<file path="src/rtl/button_debouncer.sv">
// rtl/button_debouncer.sv - per-button synchronizer, debounce FSM and hold-to-repeat pulse generator
module button_debouncer #(
    parameter int                 NUM_BTN         = 4,
    parameter int                 DEBOUNCE_CYCLES = 500_000,
    parameter int                 REPEAT_DELAY    = 25_000_000,
    parameter int                 REPEAT_PERIOD   = 5_000_000,
    parameter logic [NUM_BTN-1:0] REPEAT_MASK     = 4'b0011
) (
    input  logic               clk_arg,
    input  logic               rstn,
    input  logic [NUM_BTN-1:0] btn_n,
    output logic [NUM_BTN-1:0] btn_level,
    output logic [NUM_BTN-1:0] btn_press,
    output logic [NUM_BTN-1:0] btn_release,
    output logic               any_press
);

    localparam logic [31:0] DB_LAST  = 32'(DEBOUNCE_CYCLES - 1);
    localparam logic [31:0] RD_LAST  = 32'(REPEAT_DELAY - 1);
    localparam logic [31:0] RP_LAST  = 32'(REPEAT_PERIOD - 1);
    localparam logic [31:0] CNT_MAX  = 32'hFFFF_FFFF;

    typedef enum logic [2:0] {
        IDLE,
        PRESS_DB,
        HELD,
        REPEAT,
        RELEASE_DB
    } state_t;

    // Press pulse being launched at this edge; lets any_press register alongside btn_press.
    logic [NUM_BTN-1:0] fire;

    for (genvar i = 0; i < NUM_BTN; i++) begin : g_btn
        logic   sync1;
        logic   s;
        state_t state;
        logic [31:0] cnt;
        logic   level;
        logic   press;
        logic   rel;

        // Reset to 1 so a pin already held at reset release reads as a fresh press.
        always_ff @(posedge clk_arg or negedge rstn) begin
            if (!rstn) begin
                sync1 <= 1'b1;
                s     <= 1'b1;
            end else begin
                sync1 <= btn_n[i];
                s     <= sync1;
            end
        end

        assign fire[i] = !s && (((state == PRESS_DB) && (cnt == DB_LAST)) ||
                                ((state == HELD) && REPEAT_MASK[i] && (cnt == RD_LAST)) ||
                                ((state == REPEAT) && (cnt == RP_LAST)));

        always_ff @(posedge clk_arg or negedge rstn) begin
            if (!rstn) begin
                state <= IDLE;
                cnt   <= '0;
                level <= 1'b0;
                press <= 1'b0;
                rel   <= 1'b0;
            end else begin
                press <= 1'b0;
                rel   <= 1'b0;
                case (state)
                    IDLE: begin
                        if (!s) begin
                            state <= PRESS_DB;
                            cnt   <= '0;
                        end
                    end
                    PRESS_DB: begin
                        if (s) begin
                            state <= IDLE;
                            cnt   <= '0;
                        end else if (cnt == DB_LAST) begin
                            state <= HELD;
                            cnt   <= '0;
                            level <= 1'b1;
                            press <= 1'b1;
                        end else begin
                            cnt <= cnt + 32'd1;
                        end
                    end
                    HELD: begin
                        if (s) begin
                            state <= RELEASE_DB;
                            cnt   <= '0;
                        end else if (REPEAT_MASK[i] && (cnt == RD_LAST)) begin
                            state <= REPEAT;
                            cnt   <= '0;
                            press <= 1'b1;
                        end else if (REPEAT_MASK[i] || (cnt != CNT_MAX)) begin
                            cnt <= cnt + 32'd1;
                        end
                    end
                    REPEAT: begin
                        if (s) begin
                            state <= RELEASE_DB;
                            cnt   <= '0;
                        end else if (cnt == RP_LAST) begin
                            cnt   <= '0;
                            press <= 1'b1;
                        end else begin
                            cnt <= cnt + 32'd1;
                        end
                    end
                    RELEASE_DB: begin
                        // A bounce back to pushed keeps the level and restarts the repeat delay.
                        if (!s) begin
                            state <= HELD;
                            cnt   <= '0;
                        end else if (cnt == DB_LAST) begin
                            state <= IDLE;
                            cnt   <= '0;
                            level <= 1'b0;
                            rel   <= 1'b1;
                        end else begin
                            cnt <= cnt + 32'd1;
                        end
                    end
                    default: begin
                        state <= IDLE;
                        cnt   <= '0;
                    end
                endcase
            end
        end

        assign btn_level[i]   = level;
        assign btn_press[i]   = press;
        assign btn_release[i] = rel;
    end

    always_ff @(posedge clk_arg or negedge rstn) begin
        if (!rstn) begin
            any_press <= 1'b0;
        end else begin
            any_press <= |fire;
        end
    end

endmodule

</file>
<file path="config.mk">
export PLATFORM = sky130hd
export DESIGN_NAME = button_debouncer
export DESIGN_NICKNAME = d
export VERILOG_FILES = /design/src/rtl/button_debouncer.sv
export SDC_FILE = /design/constraint.sdc
export NUM_CORES = 1
export LEC_CHECK = 0
export CAP_MARGIN = 20
export CORE_MARGIN = 8
export CORE_UTILIZATION = 45
export DETAILED_ROUTE_END_ITERATION = 8
export MAX_ROUTING_LAYER = met4
export PLACE_DENSITY = 0.59
export SKIP_LAST_GASP = 1
export SYNTH_ARGS = -nofsm -noshare
export SYNTH_HDL_FRONTEND = slang
export SYNTH_SLANG_ARGS = --single-unit
</file>
<file path="constraint.sdc">
create_clock -name clk_arg -period 5.9 [get_ports clk_arg]
set_clock_uncertainty 0.1 [all_clocks]
set_input_delay 1.18 -clock clk_arg [delete_from_list [all_inputs] [get_ports clk_arg]]
set_output_delay 1.18 -clock clk_arg [all_outputs]
set_load 0.01 [all_outputs]
</file>
; Word-level counts from Yosys, hierarchy flattened
; Index checks and enable logic that the tools add are counted.
[word_totals]
in_bits = 6
word_cells = 262
register_bits = 161
[classes]
n_reduce_logical = 45
n_eq_ne = 64
n_mux = 120
add_sub_neg = 4
[op_table]
columns = operator, n
row1 = two-way mux 32 bit, 32
row2 = one-hot mux 32 bit (5 select lines), 4
row3 = "adder 32 x 1 -> 32 bit, second input constant", 4
row4 = "== test 32 x 19 -> 1 bit, second input constant", 4
row5 = "== test 32 x 23 -> 1 bit, second input constant", 4
row6 = two-way mux 3 bit, 28
row7 = "== test 32 x 25 -> 1 bit, second input constant", 2
row8 = "inequality test 32 bit, second input constant", 2
row9 = two-way mux 1 bit, 44
row10 = "inequality test 2 bit, second input constant", 18
row11 = one-hot mux 3 bit (5 select lines), 2
row12 = AND reduction 5 bit, 6
row13 = "== test 3 x 2 -> 1 bit, second input constant", 8
row14 = "inequality test 3 x 2 -> 1 bit, second input constant", 8
row15 = one-hot mux 3 bit (4 select lines), 2
row16 = logical AND 1 bit, 14
row17 = "== test 3 x 1 -> 1 bit, second input constant", 4
row18 = "== test 3 bit, second input constant", 4
row19 = zero test 3 bit, 4
row20 = "inequality test 2 x 1 -> 1 bit, second input constant", 6
row21 = "inequality test 3 bit, second input constant", 4
row22 = one-hot mux 1 bit (2 select lines), 6
row23 = AND reduction 4 bit, 2
row24 = nonzero test 2 bit, 4
row25 = 6 further kinds, 17

; Longest topological paths before layout
; Gate-level depths: netlist (run 1).
[depth]
word_depth = 6
ltp_mapped = 10

; Worst setup path after synthesis (run 1)
; No wires, ideal clock.
[synth_path]
kind = reg-to-reg
start = register g_btn[3].cnt[0]
end = register g_btn[3].cnt[8]
period_less_slack_ns = 2.630
slack_ns = 3.270
t_arrival_ns = 2.409
setup_time_ns = 0.121
required_time_ns = 5.679
n_path_buf = 2
stages_incl_launch_ff = 10
cell_sequence = dfrtp_1 > ha_1 > nand3_1 > or4_1 > nor3b_1 > a21o_1 > buf_2 > nor2_1 > clkbuf_1 > a22o_1
[synth_between]
elab_chain_len = 4
word_cells_on_any_way = 14
classes_between = add/sub: 1 / eq/ne: 4 / mux: 8 / reduce/logical: 1
[synth_rtl]
columns = item, line_no
row1 = from (decl), 38  ; logic [31:0] cnt;
row2 = from (signal assigned), 85  ; cnt <= cnt + 32'd1;
row3 = from (signal assigned), 97  ; cnt <= cnt + 32'd1;
row4 = from (signal assigned), 108  ; cnt <= cnt + 32'd1;
row5 = "adder 32 x 1 -> 32 bit, or another cell as far along", -
row6 = "two-way mux 32 bit, on equally long branches (2 in series)", -
row7 = one-hot mux 32 bit (5 select lines), 68  ; case (state)
; Parallel ways exist; a longest one is shown, timed or not. The select of a mux whose other input is x is not followed.
; A chain may end at the register's enable or synchronous reset.

; Worst setup path in the final report (run 1)
[layout_path]
start = register g_btn[0].cnt[0]
end = register g_btn[0].cnt[21]
[layout_between]
elab_chain_len = 4
word_cells_on_any_way = 12
classes_between = add/sub: 1 / eq/ne: 3 / mux: 8
[layout_rtl]
columns = item, line_no
row1 = from (decl), 38
row2 = from (signal assigned), 85
row3 = from (signal assigned), 97
row4 = from (signal assigned), 108
row5 = "adder 32 x 1 -> 32 bit, or another cell as far along", -
row6 = "two-way mux 32 bit, on equally long branches (2 in series)", -
row7 = one-hot mux 32 bit (5 select lines) (*), 68
; Every way passes the cells marked *; elsewhere a longest branch is shown, timed or not.

==> summary.md, run 1 <==
| Metric | Value |
|---|---|
| Period minus WS final | `3.41 ns` |
| Slowest-stage cell, CP | `a31oi_2` |
| Crit-path max FO | `23` |
| Worst slew pin tran | `1.05 ns` |
| Initial antenna violation count | `0` |
| Setup_tns | `0 ns` |
| Synth warn | `0` |
| Synthesis-to-finish area growth | `10.1%` |
| CP bufs+invs | `1` |
| PD cells | `250 nW/um2` |
| Synth Register Bits | `~160` |
| Register Area | `4040 um2` |
| Residual DRC | `0` |
| Count of cell types in the netlist | `66` |
| Clock transition at the registers of the reported paths | `0.07 ns` |
| Setup-failing EPs final | `0` |
| Maximum clock insertion buffer count | `2` |
| Sw frac | `0.234` |
| Period Utilization, post-route | `0.578` |
| RD Place Congestion | `0.800` |
| Vias | `8,050` |
| Register area share after synthesis | `0.441` |
| Die Y-Extent | `159 um` |
| Most frequent cells in the layout | `153 x dfrtp_1, 123 x nand2_1, 109 x o21ai_0, 97 x nor2_1, 71 x nand3_1` |
| DP HPWL | `14,600 um` |
| Total gr overflow | `0` |
| Placed Area | `9430 um2` |
| Std cell rows | `52` |
| Most common cell after layout, fill and taps aside | `dfrtp_1` |
| CP max stage delay | `0.75 ns` |
| Routed WL | `22,300 um` |
| DR vias/cell | `6.02` |
| Count of final hold-check violations | `0` |
| Internal power | `1.93 mW` |
| Top-area cell type share of the netlist area | `0.418` |
| Starting Density | `0.455` |
| Top cells by area, synth | `dfrtp_1 42%, o21ai_0 6.0%, nand2_1 5.0%, nor2_1 4.0%, nand3_1 3.9%` |
| First-pass GRT wire length | `between 30,000 and 40,000 um` |
| Worst Setup Path Type | `flip-flop to flip-flop` |
| Full die area | `25,200 um2` |
| Port bufs | `18` |
| Critical path arrival | `3.62 ns` |
| CTS resizes | `0` |
| Area of the core | `20,100 um2` |
| Clk root buf | `clkbuf_16` |
| Worst relative slew slack | `0.298` |
| Comb power frac | `0.055` |
| Initial DRC Count | `640` |
| Number of diodes | `0` |
| Post-Synthesis Cells | `1,082` |
| Largest net degree at the start of global routing | `92` |
| Syn Nets | `about 1,100` |
| Worst slack at placement | `2.60 ns` |
| Critical path cell sequence | `ha_1 > nand4_1 > nor4_1 > nand4b_1 > a31oi_2 > buf_4 > a41oi_1 > o21ai_0 > o31ai_1` |
| Clock sinks | `161` |
| Layout cell share with drive strength beyond 1 | `0.0665` |
| Final #Nets | `around 1,100` |
| Status | `complete, no violations` |
| Top cell family by delay on the critical path | `simple AND/OR/NAND/NOR gates` |
| Hold WC Path Type | `flip-flop to flip-flop` |
| Tot Pwr | `2.52 mW` |
| Routed Antenna Nets | `0` |
| Vias in the first global route | `7,265` |
| Setup WS post-layout | `~2.5 ns` |
| CP Data Required Time | `6.11 ns` |
| Achievable Freq | `about 290 MHz` |
| Number of synthesized flops with an enable pin | `0` |
| Io pins | `19` |
| Dominant cell type by area after synthesis | `dfrtp_1` |
| Post-DR wirelength/cell | `16.7 um` |
| Clk Latency, worst-skew pair | `between 0.4 and 0.5 ns` |
| Syn Area/Cell | `approximately 8.5 um2` |
| Max-slew violations | `0` |
| Setup bufs post-CTS | `0` |
| Leakage | `about 4 nW` |
| CTS tree | `built` |
| DRT Pass-1 Iters | `7` |
| RSZ-0062 raised after global routing | `false` |
| Seq pwr share | `0.457` |
| Prevailing post-synth register cell | `dfrtp_1` |
| Hold_buf cts | `0` |
| Peak supply drop | `approximately 0.00017 V` |
| # fillers | `1,890` |
| Die X-Extent | `159 um` |
| Net Sw Power | `0.591 mW` |
| Clock group share of total power | `0.489` |
| H-tree lvl count | `4` |
| Final instance area | `10,100 um2` |
| CTS Buf Count | `17` |
| Syn Std Cell Area | `9160 um2` |
| CP endpoint kind | `flip-flop` |
| Startpoint types | `flip-flop` |
| Area of the multi-input gates | `4740 um2` |
| Final core utilization | `0.502` |
| GRT Total Usage | `0.192` |
| Max_cap viols | `0` |
| Ys async rst share | `1.00` |
power groups by stage:
stage          sequential (mW)  combinational (mW)  clock [mW]
5_1_grt                   1.16               0.160        1.30
4_1_cts                   1.15               0.141        1.26
6_report                  1.15               0.138        1.23
2_1_floorplan             1.16              0.0930           0
3_5_place_dp              1.17               0.141           0
3_3_place_gp              1.17               0.140           0
logic make-up (layout without fill, tap and decap cells):
family	Yosys count	count (layout)	synth area share
AND/OR/NAND/NOR	505	505	0.286
AO/OA/AOI/OAI	315	315	0.217
flip-flops	161	161	0.441
buffers and inverters	92	78	0.0447
adder cells (fa/ha/maj)	4	4	0.00547
multiplexers	3	3	0.00328
XOR/XNOR	2	2	0.00191
synth_stat cells, drive strengths merged (8+ instances only):
library cell	instances
a21o	19
a21oi	55
a22o	23
a31oi	37
a41oi	9
and2	9
and3	29
and4	14
buf	29
clkbuf	43
dfrtp	153
dfstp	8
inv	20
nand2	124
nand2b	8
nand3	72
nand4	36
nor2	97
nor2b	11
nor3	35
nor4	24
o21ai	110
o31ai	31
or4	8
worst reg2reg max path, delay by kind of cell (launching register included):
family | cells | cell delay, ns
compound gates | 4 | 1.08
simple gates | 3 | 1.07
flops | 1 | 0.40
buf+inv | 1 | 0.40
fa+ha+maj | 1 | 0.24
per-layer routing:
metal	track usage	part of all wire	vias up
li1	-	-	3999
met1	0.266	0.50	3865
met3	0.0334	0.039	22
met5	-	0	-
met2	0.287	0.45	164
met4	0.0480	0.010	0
stage by stage:
| stage | hold slack (ns) | cells |
|---|---|---|
| 6_report | 0.255 | 1338 |
| 5_1_grt | 0.257 | 1338 |
| 4_1_cts | 0.258 | 1338 |
| 3_5_place_dp | 0.248 | 1306 |
| 3_3_place_gp | 0.245 | 1306 |
| 2_1_floorplan | 0.245 | 1082 |
sequential cells by signal, indices dropped and copies added (netlist names):
name / count
any_press: 1
g_btn.cnt: 128
g_btn.level: 4
g_btn.press: 4
g_btn.rel: 4
g_btn.s: 4
g_btn.state: 12
g_btn.sync1: 4
path summary, 6_finish.rpt:
check	slack [ns]	from	depth (start not counted)	end
setup / recovery	2.49	g_btn[0].cnt[0]	9	g_btn[0].cnt[21]
hold / removal	0.25	g_btn[1].sync1	0	g_btn[1].s
setup reg to reg	2.49	g_btn[0].cnt[0]	9	g_btn[0].cnt[21]
hold reg to reg	0.25	g_btn[1].sync1	0	g_btn[1].s
max in group asynchronous	3.85	rstn	2	g_btn[2].s
min in group asynchronous	0.69	rstn	1	g_btn[1].cnt[25]
layout make-up:
class / instances / area share
tap: 270 / 0.0335
timing repair buffer: 26 / 0.0239
multi-input combinational: 829 / 0.470
clock inverter: 13 / 0.0207
sequential: 161 / 0.401
clock buffer: 19 / 0.0439
inverter: 20 / 0.00745
Power figures use the tool's default switching activity.
==> run 2, diff against run 1 <==
Settings changed: PLACE_DENSITY 0.59 to 0.61.
Clock period 5.9 ns to 2.75 ns, I/O delays scaled along.
==> run 2 against run 1 <==
  * Final cell count up 6.0%
  * Register-to-register slack worse by 2.4 ns
  * Sequential cell count unchanged
  * Critical endpoint is now g_btn[0].cnt[24]
==> summary.md, run 2 (synthesis results as in run 1) <==
| Metric | Value |
|---|---|
| Setup-failing EPs final | `0 (unchanged)` |
| Period Utilization, post-route | `0.959 (was 0.578)` |
| Peak supply drop | `0.000425 V (was 0.000170 V)` |
| Routed WL | `24,000 um (was 22,300 um)` |
| Clk Latency, worst-skew pair | `0.43 ns (about the same)` |
| Routed Antenna Nets | `0 (unchanged)` |
| GRT Total Usage | `0.206 (was 0.192)` |
| Crit-path max FO | `20 (was 23)` |
| H-tree lvl count | `4 (unchanged)` |
| Worst slew pin tran | `0.715 ns (was 1.05 ns)` |
| Most flops, register | `g_btn.cnt (unchanged)` |
| Area of the core | `20,100 um2 (unchanged)` |
| Placed Area | `10,100 um2 (was 9430 um2)` |
| Residual DRC | `0 (unchanged)` |
| Io pins | `19 (unchanged)` |
| # fillers | `1,847 (was 1,890)` |
| Port bufs | `18 (unchanged)` |
| Post-DR wirelength/cell | `16.9 um (was 16.7 um)` |
| First-pass GRT wire length | `41,100 um (was 38,200 um)` |
| Status | `complete, no violations (unchanged)` |
| RSZ-0062 raised after global routing | `true (was false)` |
| Final Hold Slack | `0.255 ns (about the same)` |
| Dpl cells | `1,383 (was 1,306)` |
| Final #Nets | `1,145 (was 1,065)` |
| DR vias/cell | `6.00 (was 6.02)` |
| Most common cell after layout, fill and taps aside | `dfrtp_1 (unchanged)` |
| Count of final hold-check violations | `0 (unchanged)` |
| Tot Pwr | `5.09 mW (was 2.52 mW)` |
| Vias | `8,506 (was 8,050)` |
| Critical path arrival | `2.84 ns (was 3.62 ns)` |
| Initial DRC Count | `618 (was 640)` |
| CTS tree | `built (unchanged)` |
| Clk root buf | `clkbuf_16 (unchanged)` |
| Max-slew violations | `0 (unchanged)` |
| CTS Buf Count | `17 (unchanged)` |
| Clock transition at the registers of the reported paths | `0.06 ns (was 0.07 ns)` |
| Layout cell share with drive strength beyond 1 | `0.139 (was 0.0665)` |
| PD cells | `472 nW/um2 (was 250 nW/um2)` |
| Final instance area | `10,800 um2 (was 10,100 um2)` |
| Synthesis-to-finish area growth | `17.6% (was 10.1%)` |
| Initial antenna violation count | `0 (unchanged)` |
| Die X-Extent | `159 um (unchanged)` |
| Achievable Freq | `379 MHz (was 293 MHz)` |
| Vias in the first global route | `8,134 (was 7,265)` |
| Register Area | `4040 um2 (about the same)` |
| CP endpoint kind | `flip-flop (unchanged)` |
| Biggest registers after layout | `g_btn.cnt (128), g_btn.state (12) (unchanged)` |
| Final core utilization | `0.536 (was 0.502)` |
| Max_cap viols | `0 (unchanged)` |
| DP HPWL | `16,300 um (was 14,600 um)` |
| Total gr overflow | `0 (unchanged)` |
| Hold WC Path Type | `flip-flop to flip-flop (unchanged)` |
| Std cell rows | `52 (unchanged)` |
| Period minus WS final | `2.64 ns (was 3.41 ns)` |
| Maximum clock insertion buffer count | `2 (unchanged)` |
| Non-Filler Instances | `1,418 (was 1,338)` |
| Full die area | `25,200 um2 (unchanged)` |
| RD Place Congestion | `0.908 (was 0.800)` |
| Leakage | `4.41 nW (was 4.02 nW)` |
| Number of diodes | `0 (unchanged)` |
| Clock sinks | `161 (unchanged)` |
| Most frequent cells in the layout | `152 x dfrtp_1, 122 x nand2_1, 108 x o21ai_0, 96 x nor2_1, 76 x buf_4 (was 153 x dfrtp_1, 123 x nand2_1, 109 x o21ai_0, 97 x nor2_1, 71 x nand3_1)` |
| CP Data Required Time | `2.96 ns (was 6.11 ns)` |
| DRT Pass-1 Iters | `5 (was 7)` |
| Worst relative slew slack | `0.523 (was 0.298)` |
| Startpoint types | `flip-flop (unchanged)` |
| Die Y-Extent | `159 um (unchanged)` |
| Worst slack at placement | `0.0143 ns (was 2.60 ns)` |
| Max reg flops | `128 (unchanged)` |
| Area of the multi-input gates | `4840 um2 (was 4740 um2)` |
| Worst Setup Path Type | `flip-flop to flip-flop (unchanged)` |
| Largest net degree at the start of global routing | `61 (was 92)` |
| Starting Density | `0.455 (unchanged)` |
| Setup WS post-layout | `0.112 ns (was 2.49 ns)` |
| Setup_tns | `0 ns (unchanged)` |
-- run 2: where the power goes --
part | total (mW) | switching, mW | internal (mW) | leakage, nW
sequential | 2.47 | 0.0575 | 2.41 | 2.21
clock | 2.27 | 0.998 | 1.27 | 0.262
combinational | 0.346 | 0.218 | 0.128 | 1.94
-- run 2: worst paths after layout --
path	startpoint	end	slack (ns)	cells past startpoint
worst min register to register	g_btn[0].sync1	g_btn[0].s	0.26	0
max in group asynchronous	rstn	g_btn[3].cnt[15]	1.35	3
worst min-delay path	g_btn[0].sync1	g_btn[0].s	0.26	0
worst max-delay path	g_btn[0].cnt[21]	g_btn[0].cnt[24]	0.11	8
min in group asynchronous	rstn	g_btn[1].cnt[2]	0.45	2
worst max register to register	g_btn[0].cnt[21]	g_btn[0].cnt[24]	0.11	8
-- run 2: what timing repair did --
item,in CTS,in global routing
buffers inserted,0,1
hold buffers,1,0
pin swaps,0,4
resized for setup,1,25
gates cloned,0,1
hold endpoints to repair,21,0
setup endpoints to repair,1,93
-- run 2: routing by layer --
metal,GRT usage,up-vias,part of all wire,wire [um]
met3,0.0307,19,0.035,850
li1,-,4138,-,-
met2,0.320,186,0.48,11400
met4,0.0467,0,0.0087,208
met5,-,-,0,0
met1,0.279,4163,0.48,11500
-- run 2: area by class of cell --
class / count / area share
repair buffers: 106 / 0.0865
flip-flops and latches: 161 / 0.375
clock buffers: 23 / 0.0425
inverters: 20 / 0.00697
clock inverters: 9 / 0.00802
well taps: 270 / 0.0314
multi-input cells: 829 / 0.449
-- run 2: worst max-delay path, stage by stage, from the launching register on --
cell,delay [ns]
dfrtp_1,0.43
or4b_4,0.55
nor4_4,0.36
nand4_1,0.22
a31oi_4,0.29
buf_6,0.22
a41oi_1,0.06
o21ai_0,0.18
o31ai_1,0.09
